[config.mk]
export PLATFORM = sky130hd
export DESIGN_NAME = mem_burst_master
export DESIGN_NICKNAME = d
export VERILOG_FILES = /design/src/rtl/mem_burst_master.sv
export SDC_FILE = /design/constraint.sdc
export NUM_CORES = 1
export LEC_CHECK = 0
export ABC_AREA = 1
export CAP_MARGIN = 15
export CORE_MARGIN = 3
export CORE_UTILIZATION = 39
export CTS_BUF_LIST = sky130_fd_sc_hd__clkbuf_8
export CTS_CLUSTER_DIAMETER = 200
export DETAILED_ROUTE_END_ITERATION = 6
export GPL_ROUTABILITY_DRIVEN = 0
export MAX_ROUTING_LAYER = met4
export PLACE_DENSITY = 0.77
export SYNTH_ARGS = -nofsm -noshare
export SYNTH_HDL_FRONTEND = slang
export SYNTH_SLANG_ARGS = --single-unit
[constraint.sdc]
create_clock -name clk -period 4.91 [get_ports clk]
set_clock_uncertainty 0.2 [all_clocks]
set_input_delay 0.982 -clock clk [delete_from_list [all_inputs] [get_ports clk]]
set_output_delay 0.982 -clock clk [all_outputs]
set_load 0.05 [all_outputs]
[src/rtl/mem_burst_master.sv]
// mem_burst_master
// Bus initiator for a single-port word memory with an addr_en/in_en/out_en strobe
// interface. A host burst request (base, length, direction) is turned into
// per-word sequences: latch the address, then write or read one word.
// Write data arrives on a valid/ready stream. Read data leaves as a one-cycle
// valid pulse per word and is not backpressured.
//
// Optional feature: define WRITE_VERIFY_EN to add a read-back (VRFY) cycle after
// every written word. A mismatch sets a sticky err flag, which the next accepted
// burst clears. When the macro is undefined there is no VRFY state and err is
// tied to 0.

module mem_burst_master #(
    parameter int ADDR_W = 16,
    parameter int DATA_W = 16,
    parameter int LEN_W  = 8
) (
    input  logic              clk,
    input  logic              rst,
    input  logic              req,
    output logic              ready,
    input  logic              we,
    input  logic [ADDR_W-1:0] base,
    input  logic [LEN_W-1:0]  len_m1,
    input  logic [DATA_W-1:0] wr_data,
    input  logic              wr_valid,
    output logic              wr_ready,
    output logic [DATA_W-1:0] rd_data,
    output logic              rd_valid,
    output logic              done,
    output logic              err,
    output logic              mem_addr_en,
    output logic [ADDR_W-1:0] mem_addr,
    output logic              mem_in_en,
    output logic [DATA_W-1:0] mem_in,
    output logic              mem_out_en,
    input  logic [DATA_W-1:0] mem_out
);

    typedef enum logic [2:0] {
        S_IDLE = 3'd0,
        S_ADDR = 3'd1,
        S_XFER = 3'd2,
        S_VRFY = 3'd3,
        S_DONE = 3'd4
    } state_t;

    localparam logic [ADDR_W-1:0] ADDR_ONE  = {{(ADDR_W-1){1'b0}}, 1'b1};
    localparam logic [LEN_W-1:0]  LEN_ONE   = {{(LEN_W-1){1'b0}}, 1'b1};
    localparam logic [LEN_W-1:0]  LEN_ZERO  = {LEN_W{1'b0}};
    localparam logic [ADDR_W-1:0] ADDR_ZERO = {ADDR_W{1'b0}};
    localparam logic [DATA_W-1:0] DATA_ZERO = {DATA_W{1'b0}};

    state_t            r_state;
    logic              r_we;
    logic [ADDR_W-1:0] r_cur;
    logic [LEN_W-1:0]  r_cnt;
    logic              r_addr_en;
    logic [ADDR_W-1:0] r_mem_addr;
    logic              r_out_en;
    logic [DATA_W-1:0] r_rd_data;
    logic              r_rd_valid;
    logic              r_done;
`ifdef WRITE_VERIFY_EN
    logic              r_err;
    logic [DATA_W-1:0] r_wr_word;
`endif

    logic              w_wr_fire;
    logic              w_last;
    logic [ADDR_W-1:0] w_cur_inc;
    logic [LEN_W-1:0]  w_cnt_dec;

    // Write handshake and next-word arithmetic; the write strobe must coincide with wr_valid
    always_comb begin
        w_wr_fire = 1'b0;
        if ((r_state == S_XFER) && r_we && wr_valid) begin
            w_wr_fire = 1'b1;
        end else begin
            w_wr_fire = 1'b0;
        end
        w_last    = (r_cnt == LEN_ZERO);
        w_cur_inc = r_cur + ADDR_ONE;
        w_cnt_dec = r_cnt - LEN_ONE;
    end

    // Output mapping: ready decodes the state, write-side strobes follow the handshake
    always_comb begin
        ready       = (r_state == S_IDLE);
        wr_ready    = w_wr_fire;
        mem_in_en   = w_wr_fire;
        mem_in      = wr_data;
        mem_addr_en = r_addr_en;
        mem_addr    = r_mem_addr;
        mem_out_en  = r_out_en;
        rd_data     = r_rd_data;
        rd_valid    = r_rd_valid;
        done        = r_done;
`ifdef WRITE_VERIFY_EN
        err         = r_err;
`else
        err         = 1'b0;
`endif
    end

    // Burst FSM: sequences the address, transfer and verify phases and registers the strobes
    always_ff @(posedge clk or negedge rst) begin
        if (!rst) begin
            r_state    <= S_IDLE;
            r_we       <= 1'b0;
            r_cur      <= ADDR_ZERO;
            r_cnt      <= LEN_ZERO;
            r_addr_en  <= 1'b0;
            r_mem_addr <= ADDR_ZERO;
            r_out_en   <= 1'b0;
            r_rd_data  <= DATA_ZERO;
            r_rd_valid <= 1'b0;
            r_done     <= 1'b0;
`ifdef WRITE_VERIFY_EN
            r_err      <= 1'b0;
            r_wr_word  <= DATA_ZERO;
`endif
        end else begin
            // Strobes and pulses are single-cycle unless a branch below re-asserts them
            r_addr_en  <= 1'b0;
            r_out_en   <= 1'b0;
            r_rd_valid <= 1'b0;
            r_done     <= 1'b0;
            case (r_state)
                S_IDLE: begin
                    if (req) begin
                        r_we       <= we;
                        r_cur      <= base;
                        r_cnt      <= len_m1;
                        r_mem_addr <= base;
                        r_addr_en  <= 1'b1;
`ifdef WRITE_VERIFY_EN
                        r_err      <= 1'b0;
`endif
                        r_state    <= S_ADDR;
                    end else begin
                        r_state <= S_IDLE;
                    end
                end
                S_ADDR: begin
                    // A read strobes out_en for the whole XFER cycle. A write waits for wr_valid.
                    r_out_en <= ~r_we;
                    r_state  <= S_XFER;
                end
                S_XFER: begin
                    if (r_we) begin
                        if (wr_valid) begin
`ifdef WRITE_VERIFY_EN
                            r_wr_word <= wr_data;
                            r_out_en  <= 1'b1;
                            r_state   <= S_VRFY;
`else
                            if (w_last) begin
                                r_done  <= 1'b1;
                                r_state <= S_DONE;
                            end else begin
                                r_cnt      <= w_cnt_dec;
                                r_cur      <= w_cur_inc;
                                r_mem_addr <= w_cur_inc;
                                r_addr_en  <= 1'b1;
                                r_state    <= S_ADDR;
                            end
`endif
                        end else begin
                            // Stall: no strobes, and the latched memory address stays put
                            r_state <= S_XFER;
                        end
                    end else begin
                        r_rd_data  <= mem_out;
                        r_rd_valid <= 1'b1;
                        if (w_last) begin
                            r_done  <= 1'b1;
                            r_state <= S_DONE;
                        end else begin
                            r_cnt      <= w_cnt_dec;
                            r_cur      <= w_cur_inc;
                            r_mem_addr <= w_cur_inc;
                            r_addr_en  <= 1'b1;
                            r_state    <= S_ADDR;
                        end
                    end
                end
`ifdef WRITE_VERIFY_EN
                S_VRFY: begin
                    if (mem_out != r_wr_word) begin
                        r_err <= 1'b1;
                    end else begin
                        r_err <= r_err;
                    end
                    if (w_last) begin
                        r_done  <= 1'b1;
                        r_state <= S_DONE;
                    end else begin
                        r_cnt      <= w_cnt_dec;
                        r_cur      <= w_cur_inc;
                        r_mem_addr <= w_cur_inc;
                        r_addr_en  <= 1'b1;
                        r_state    <= S_ADDR;
                    end
                end
`endif
                S_DONE: begin
                    r_state <= S_IDLE;
                end
                default: begin
                    r_state <= S_IDLE;
                end
            endcase
        end
    end

endmodule

==> impl.org, run 1 <==
** Outcome
- The flow ran to the end, and the final reports show no timing, DRC or antenna violations.

** CTS
- Sink Count :: 48
- Hold_buf cts :: 0
- At the later pin of the worst-skew pair, clock insertion delay measures 0.31 ns.
- The tree is rooted in a sky130_fd_sc_hd__clkbuf_8.
- Clock tree from TritonCTS :: built
- Clock tree synthesis inserted a total of 5 buffers.
- In this run the deepest clock path goes through 2 buffers.
- Clock input transition at the sequential cells of the worst setup and hold paths :: 0.08 ns
- Post-CTS setup buffers :: 0
- In this run, post-CTS repair resized a total of 0 instances.
- Number of levels the H-tree was split into :: 2

** STA
- Worst setup margin :: 1.249 ns
- Max Freq :: 273.1 MHz
- Pins over their slew limit :: 0
- Summed over all failing endpoints, the final setup total negative slack is 0 ns.
- The number of failing hold endpoints at the final stage was 0.
- Final setup violation count :: 0
- For the pin with the worst max-slew slack, the measured transition is around 0.65 ns.
- Setup repair after global routing left no endpoint under its margin.
- Subtracting the final worst setup slack from the clock period gives 3.661 ns.
- Fin crit share :: 0.7456
- Headroom to the max-slew limit :: 0.5681

** Placed design
- Half-perimeter wire length after placement :: roughly 4.7 mm
- After detailed placement, the design holds a cell count of roughly 540.
- At the placement stage, the worst setup path has a slack of roughly 1.3 ns.
- IO buf count :: between 80 and 90

** Setup path
- STA puts the critical path data required time at ~3.7 ns.
- Worst Path Class, Setup :: in2out
- The number of buffers and inverters on the critical path is 2.
- For this run, the slowest stage of the critical path takes roughly 0.83 ns.
- The worst register-to-register path begins at r_state[0]$_DFF_PN0_.
- Highest-delay cell along the critical path :: sky130_fd_sc_hd__clkdlybuf4s50_1
- For flop-to-flop paths, the worst setup slack is approximately 2.4 ns.
- The number of cells on the worst reg-to-reg path is 9.
- Crit. End Element :: output port
- In this run the critical register-to-register path is captured at r_cnt[4]$_DFFE_PN0P_.
- Traced cell by cell, the critical path runs through clkdlybuf4s50_1 > nand2_1 > nor2_1 > clkdlybuf4s50_1.
- Grouping stages by cell kind, the critical path spends the most delay in buffers and inverters.
- STA classifies the critical path startpoint as an input port.
- The most numerous cell type found on the critical path is sky130_fd_sc_hd__clkdlybuf4s50_1.
- Data on the critical path arrives at its endpoint at 2.48 ns.
- Critical path peak fanout :: 2

** Finish
- The multi-input combinational cells in the finished layout cover a total of about 1300 um^2.
- Of the cells placed in the final design, the portion with a size suffix greater than 1 is 0.07285.
- Final net count :: slightly above 500
- Area of all sequential standard cells :: 1201 um^2
- Compared with the post-synthesis result, the final layout area differs by 29.96%.
- Layout Cells excl Fill :: ~550
- Fillers :: around 680
- Antenna fix cells :: 0

** Global route
- For this run, the total global-route usage over all layers was measured as 0.1696.
- The first global-routing pass estimated between 10 and 15 mm of wire.
- The initial antenna violation count was 0.
- For this run the aggregate overflow at the end of global routing stands at 0.
- Entering global routing, the biggest net connects between 40 and 50 pins.
- The number of global-route vias before repair came to 2614.

** Synth
- Top cells by area, synth :: sky130_fd_sc_hd__dfrtp_1 (43%), sky130_fd_sc_hd__nand2_1 (23%), sky130_fd_sc_hd__nor2_1 (5.8%), sky130_fd_sc_hd__buf_4 (4.9%), sky130_fd_sc_hd__nand3_1 (4.5%)
- Syn Std Cell Area :: ~2800 um^2
- For this run, the register share of the synthesized area comes to 0.4313.
- Counting flops and latches in the post-synthesis netlist gives 48.
- Number of flops mapped to enable cells by yosys :: 0
- The share of synthesized area in the top cell type comes to 0.4313.
- After synthesis, the share of flip-flops with an asynchronous set or reset is 1.000.
- During synthesis, Yosys emitted a total of 0 warnings.
- Distinct cell type count of the synthesized netlist :: 29
- Mapped Cells :: 391
- Among all flip-flop cells after synthesis, the most frequent one is sky130_fd_sc_hd__dfrtp_1.
- Averaged over all synthesized cells, the footprint is 7.123 um^2.
- Number of nets produced by synthesis :: approximately 450
- Leading cell types by count after synthesis :: sky130_fd_sc_hd__nand2_1 (167), sky130_fd_sc_hd__dfrtp_1 (48), sky130_fd_sc_hd__nor2_1 (43)
- Library cell occupying the most area in the post-synthesis netlist :: sky130_fd_sc_hd__dfrtp_1
- Dominant cell by count in the synthesized netlist :: sky130_fd_sc_hd__nand2_1

** Floorplan
- The die covers slightly above 8000 um^2.
- The total area inside the core boundary comes to 6869 um^2.
- The die is 90.51 um tall.
- Row generation in the floorplan step produced 30 rows.
- Width of the chip :: 90.51 um
- Pin placement for this block handled approximately 120 I/O pins.
- Starting density of the core :: 0.4055

** Pwr
- Worst IR drop on VDD :: roughly 370 uV
- The design draws roughly 0.0026 W.
- Summed over all cells, the static leakage comes to 1.742 nW.
- PwrDens :: just over 700 nW/um^2

** Drt
- For this block, the initial DRC count from the detailed router was 70.
- For this run, design rule violations remaining after detail routing come to 0.
- First-pass detailed-route iteration total :: 4
- Wires add up to around 6.4 mm.
- In the final routed layout, each cell accounts on average for between 10 and 15 um.
- After detailed routing, the number of vias per cell comes to 4.634.
- Total via count in the routed design :: around 2.5k
- Post-route antenna net violation count :: 0

** Worst hold path
- For hold timing, the worst endpoint is rd_data[14]$_DFFE_PN0P_.
- Hold path depth :: 2
- Launch instance of the worst min-delay path :: rd_data[14]$_DFFE_PN0P_
- Worst min-delay path class :: reg2reg

** Job
- Max-cap violations in this run came to 0.
[layer usage]
layer,up-vias,share of wire,track usage
li1,1310,-,-
met1,1149,0.44,0.2003
met2,75,0.49,0.2872
met3,10,0.056,0.04333
met4,0,0.013,0.04592
met5,-,0,-
[worst max-delay path by stage]
stage	from	end	slack, ns	cells past startpoint
after floorplan	wr_valid	wr_ready	1.68	3
after global placement	wr_valid	mem_in_en	1.28	4
after detailed placement	wr_valid	wr_ready	1.25	4
after CTS	wr_valid	wr_ready	1.24	4
after global routing	wr_valid	wr_ready	1.16	4
final	wr_valid	wr_ready	1.25	4
[cell usage in the layout (no fill, tap or decap)]
| master | count |
|---|---|
| sky130_fd_sc_hd__mux2_2 | 1 |
| sky130_fd_sc_hd__or3b_2 | 1 |
| sky130_fd_sc_hd__nand3_1 | 25 |
| sky130_fd_sc_hd__buf_12 | 1 |
| sky130_fd_sc_hd__conb_1 | 1 |
| sky130_fd_sc_hd__buf_2 | 1 |
| sky130_fd_sc_hd__or2_2 | 4 |
| sky130_fd_sc_hd__nor2_2 | 2 |
| sky130_fd_sc_hd__buf_4 | 1 |
| sky130_fd_sc_hd__dfrtp_1 | 48 |
| sky130_fd_sc_hd__nor3_1 | 1 |
| sky130_fd_sc_hd__nor2_1 | 43 |
| sky130_fd_sc_hd__nand4_1 | 5 |
| sky130_fd_sc_hd__nor3_2 | 1 |
| sky130_fd_sc_hd__nand2_1 | 167 |
| sky130_fd_sc_hd__o21ai_2 | 5 |
| sky130_fd_sc_hd__inv_1 | 26 |
| sky130_fd_sc_hd__o21ai_1 | 2 |
| sky130_fd_sc_hd__nor2_4 | 1 |
| sky130_fd_sc_hd__clkbuf_8 | 5 |
| sky130_fd_sc_hd__nand3b_1 | 1 |
| sky130_fd_sc_hd__a21oi_1 | 1 |
| sky130_fd_sc_hd__clkinvlp_4 | 1 |
| sky130_fd_sc_hd__clkdlybuf4s50_1 | 82 |
| sky130_fd_sc_hd__nand2_2 | 5 |
| sky130_fd_sc_hd__xnor2_1 | 2 |
| sky130_fd_sc_hd__o21ai_0 | 14 |
| sky130_fd_sc_hd__clkinv_2 | 1 |
| sky130_fd_sc_hd__nand3_2 | 2 |
| sky130_fd_sc_hd__ha_1 | 2 |
| sky130_fd_sc_hd__inv_2 | 1 |
[logic make-up after synthesis]
kind of cell	share of synthesized area
buf+inv	0.1155
compound gates	0.04627
mux	0.004043
simple gates	0.3863
fa+ha+maj	0.008983
flops	0.4313
xor+xnor	0.006290
other cells	0.001346
[power breakdown]
group / switching, W / internal [W] / total, W
combinational: 0.00106 / 0.000511 / 0.00157
sequential: 0.000167 / 0.000583 / 0.000750
clock: 0.000134 / 0.0000967 / 0.000231
[cell type report]
cell class                 count  area share
clock inverter                 2    0.003457
tap                           96     0.03318
clock buffer                   5     0.01901
timing repair buffer          85      0.2357
sequential                    48      0.3318
multi-input combinational    286      0.3488
inverter                      27     0.02800
[stage by stage]
stage / hold slack, ns / util / cell area, um^2
after global routing: 0.3040 / 0.5270 / 3620
after CTS: 0.2807 / 0.5240 / 3600
after floorplan: 0.2415 / - / 2785
after detailed placement: 0.2577 / 0.5122 / 3518
final: 0.2748 / 0.5270 / 3620
after global placement: 0.2528 / 0.5122 / 3518
[worst reg2reg max path, stage by stage (launching register included)]
cell	delay [ns]
sky130_fd_sc_hd__dfrtp_1	0.41
sky130_fd_sc_hd__nor2_1	0.10
sky130_fd_sc_hd__nand2_1	0.08
sky130_fd_sc_hd__buf_4	0.22
sky130_fd_sc_hd__inv_2	0.44
sky130_fd_sc_hd__nand2_1	0.21
sky130_fd_sc_hd__nand2_1	0.14
sky130_fd_sc_hd__nand2_2	0.32
sky130_fd_sc_hd__o21ai_1	0.25
sky130_fd_sc_hd__nand2_1	0.07
[registers in the layout, summed over array words and instances, names as in the netlist]
signal and count:
r_state 3, rd_data 16, r_cnt 8, mem_addr_en 1, mem_out_en 1, rd_valid 1, r_cur 16, done 1
r_we 1
Note: power is estimated with default switching activity, not from simulation.
==> run 2: changes to the inputs <==
==> constraint.sdc (replaced) <==
create_clock -name clk -period 3.5 [get_ports clk]
set_clock_uncertainty 0.2 [all_clocks]
set_input_delay 0.7 -clock clk [delete_from_list [all_inputs] [get_ports clk]]
set_output_delay 0.7 -clock clk [all_outputs]
set_load 0.05 [all_outputs]
==> impl.org, run 2 (synthesis results as in run 1) <==
** Setup path
- STA classifies the critical path endpoint as an output port.
- Data arrival time at the worst-slack endpoint :: 2.19 ns (-0.29 ns)
- STA classifies the critical path startpoint as an input port.
- The required time of the worst setup path was 2.60 ns (-1.13 ns).
- The worst setup path is of the in2out kind.
- The worst register-to-register path begins at r_state[0]$_DFF_PN0_.
- The most critical setup path has its startpoint at wr_valid.
- The maximum fanout count along the critical path is 2 (unchanged).

** STA
- The final number of max-transition violations was 0 (unchanged).
- The final hold slack is 0.1708 ns (-0.1040 ns).
- The accumulated negative setup slack came to 0 ns (unchanged).
- Max Freq :: approximately 320 MHz
- Final Critical Period :: approximately 3.1 ns
- Fin crit share :: 0.8822
- The actual slew at the worst max-slew pin was 0.5369 ns (-0.1102 ns).
- Setup repair after global routing left no endpoint under its margin.
- Final setup violation count :: 0 (unchanged)
- The worst setup slack after layout was 0.4122 ns (-0.8367 ns).
- Headroom to the max-slew limit :: 0.6410 (+0.07282)
- Final hold violation count :: 0 (unchanged)

** Floorplan
- The placement row count came to 30 (unchanged).
- Number of primary I/O pins :: 117 (unchanged)
- The effective utilization at floorplan was 0.4055 (unchanged).
- The placeable core area is 6869 um^2 (unchanged).
- Die outline area :: 8191 um^2 (unchanged)
- The die width was 90.51 um (unchanged).
- Height of the chip :: 90.51 um (unchanged)

** CTS
- TritonCTS built the clock tree.
- The CTS clock-pin slew for the worst setup and hold paths came to 0.10 ns (+0.02 ns).
- The root buffer cell chosen for the clock tree is sky130_fd_sc_hd__clkbuf_8.
- The total number of H-tree levels is 2 (unchanged).
- The total of cells resized after clock tree synthesis is 0 (unchanged).
- The number of post-CTS setup repair buffers came to 0 (unchanged).
- The buffer depth of the longest clock path came to 2 (unchanged).
- The quantity of hold-fixing buffers added after cts is 0 (unchanged).
- Clk_lat worst skew :: 0.30 ns (about the same)
- Cts bufs inserted :: 5 (unchanged)
- Sink Count :: 48 (unchanged)

** Finish
- Final net count :: 518 (+0.39%)
- Most common library cell in the layout ignoring fill and taps :: sky130_fd_sc_hd__nand2_1
- The final cell count without fillers came to 551 (+0.36%).
- The antenna diode count was 0 (unchanged).
- The top cell types in the final layout, fill and taps aside, are sky130_fd_sc_hd__nand2_1 (167), sky130_fd_sc_hd__clkdlybuf4s50_1 (82), sky130_fd_sc_hd__dfrtp_1 (48), sky130_fd_sc_hd__nor2_1 (43), sky130_fd_sc_hd__inv_1 (26).
- Share of cells above drive strength 1 :: 0.07692 (+0.004075)
- Area delta synth->final :: 30.86%
- The core utilization of the finished layout came to 0.5306 (+0.003643).

** Global route
- The total overflow reported by the global router is 0 (unchanged).
- The maximum number of pins on one net before global-route repair came to 49 (unchanged).
- GR Util All Layers :: 0.1621 (-0.007525)
- Wire length of the first global-routing pass :: 10.79 mm (-5.8%)
- Number of antenna violations at the first check in global routing :: 0 (unchanged)
- Number of global-route vias before repair :: 2441 (-6.6%)

** Drt
- Total via count in the routed design :: 2530 (-0.55%)
- The residual DRC count was 0 (unchanged).
- Post-route antenna net violation count :: 0 (unchanged)
- The violation count after the first detailed-routing iteration was 102 (+46%).
- Mean number of vias per cell :: 4.592 (-0.91%)
- The final routed wire length divided by cell count is 11.31 um (-3.3%).
- The final wirelength is 6.233 mm (-3.0%).
- The first-pass iteration count of the detailed router was 4 (unchanged).

** Pwr
- The worst ir drop on vdd is 584.7 uV (+57%).
- The static leakage power came to 1.759 nW (+1.0%).
- The power density over the cells is 986.6 nW/um^2 (+40%).

** Placed design
- Half-perimeter wire length after placement :: 4.582 mm (-2.2%)
- The count of port buffers added during placement was 83 (unchanged).
- The post-placement setup slack was 0.4126 ns (-0.8399 ns).
- Total placed cells including tap cells :: 543 (+0.37%)

** Outcome
- The flow ran to the end, and the final reports show no timing, DRC or antenna violations.

** Job
- The number of max-cap violations was 0 (unchanged).

** Worst hold path
- Worst min-delay path class :: in2async
[run 2: cell count changes in the layout (fill, tap and decap cells not counted), sizes merged]
cell      delta
buf          +2
clkbuf       +1
clkinvlp     -1
[run 2: final cells by class]
class                      count  area (um^2)
multi-input combinational    286         1262
fill                         660         3224
clock inverter                 1        8.758
sequential                    48         1201
clock buffer                   6        82.58
tap                           96        120.1
inverter                      27        101.3
timing repair buffer          87        868.3
[run 2: per-stage QoR]
stage / cell area [um^2] / power, W
finish: 3645 / 0.003596
global route: 3645 / 0.003887
CTS: 3625 / 0.003637
detailed placement: 3533 / 0.003289
global placement: 3533 / 0.003241
floorplan: 2785 / 0.002701
[run 2: path summary, 6_finish.rpt]
| kind | endpoint | slack [ns] | cells past startpoint |
|---|---|---|---|
| worst max-delay path | wr_ready | 0.41 | 4 |
| worst max register to register | r_cnt[4]$_DFFE_PN0P_ | 1.45 | 9 |
| worst min register to register | rd_data[10]$_DFFE_PN0P_ | 0.27 | 2 |
| min in group clk | rd_data[10]$_DFFE_PN0P_ | 0.27 | 2 |
| worst min-delay path | r_cnt[7]$_DFFE_PN0P_ | 0.17 | 1 |
| max in group asynchronous | rd_data[6]$_DFFE_PN0P_ | 2.40 | 2 |
[run 2: report_power, final]
part	internal, W	switching, W	total, W	leakage, nW
sequential	0.000817	0.000232	0.00105	0.596
clock	0.000158	0.000182	0.000340	0.0473
combinational	0.000725	0.00148	0.00221	1.12
total	0.00170	0.00190	0.00360	1.76
[run 2: critical path, cell delays in order]
cell                              delay [ns]
sky130_fd_sc_hd__clkdlybuf4s50_1        0.48
sky130_fd_sc_hd__nand2_1                0.05
sky130_fd_sc_hd__nor2_1                 0.13
sky130_fd_sc_hd__clkdlybuf4s50_1        0.83
[run 2: routing by layer]
metal	part of all wire	wire [um]	track usage	up-vias
li1	-	-	-	1315
met1	0.45	2775	0.1933	1138
met4	0.010	65	0.03954	0
met2	0.49	3057	0.2742	70
met3	0.053	333	0.04167	7
met5	0	0	-	-
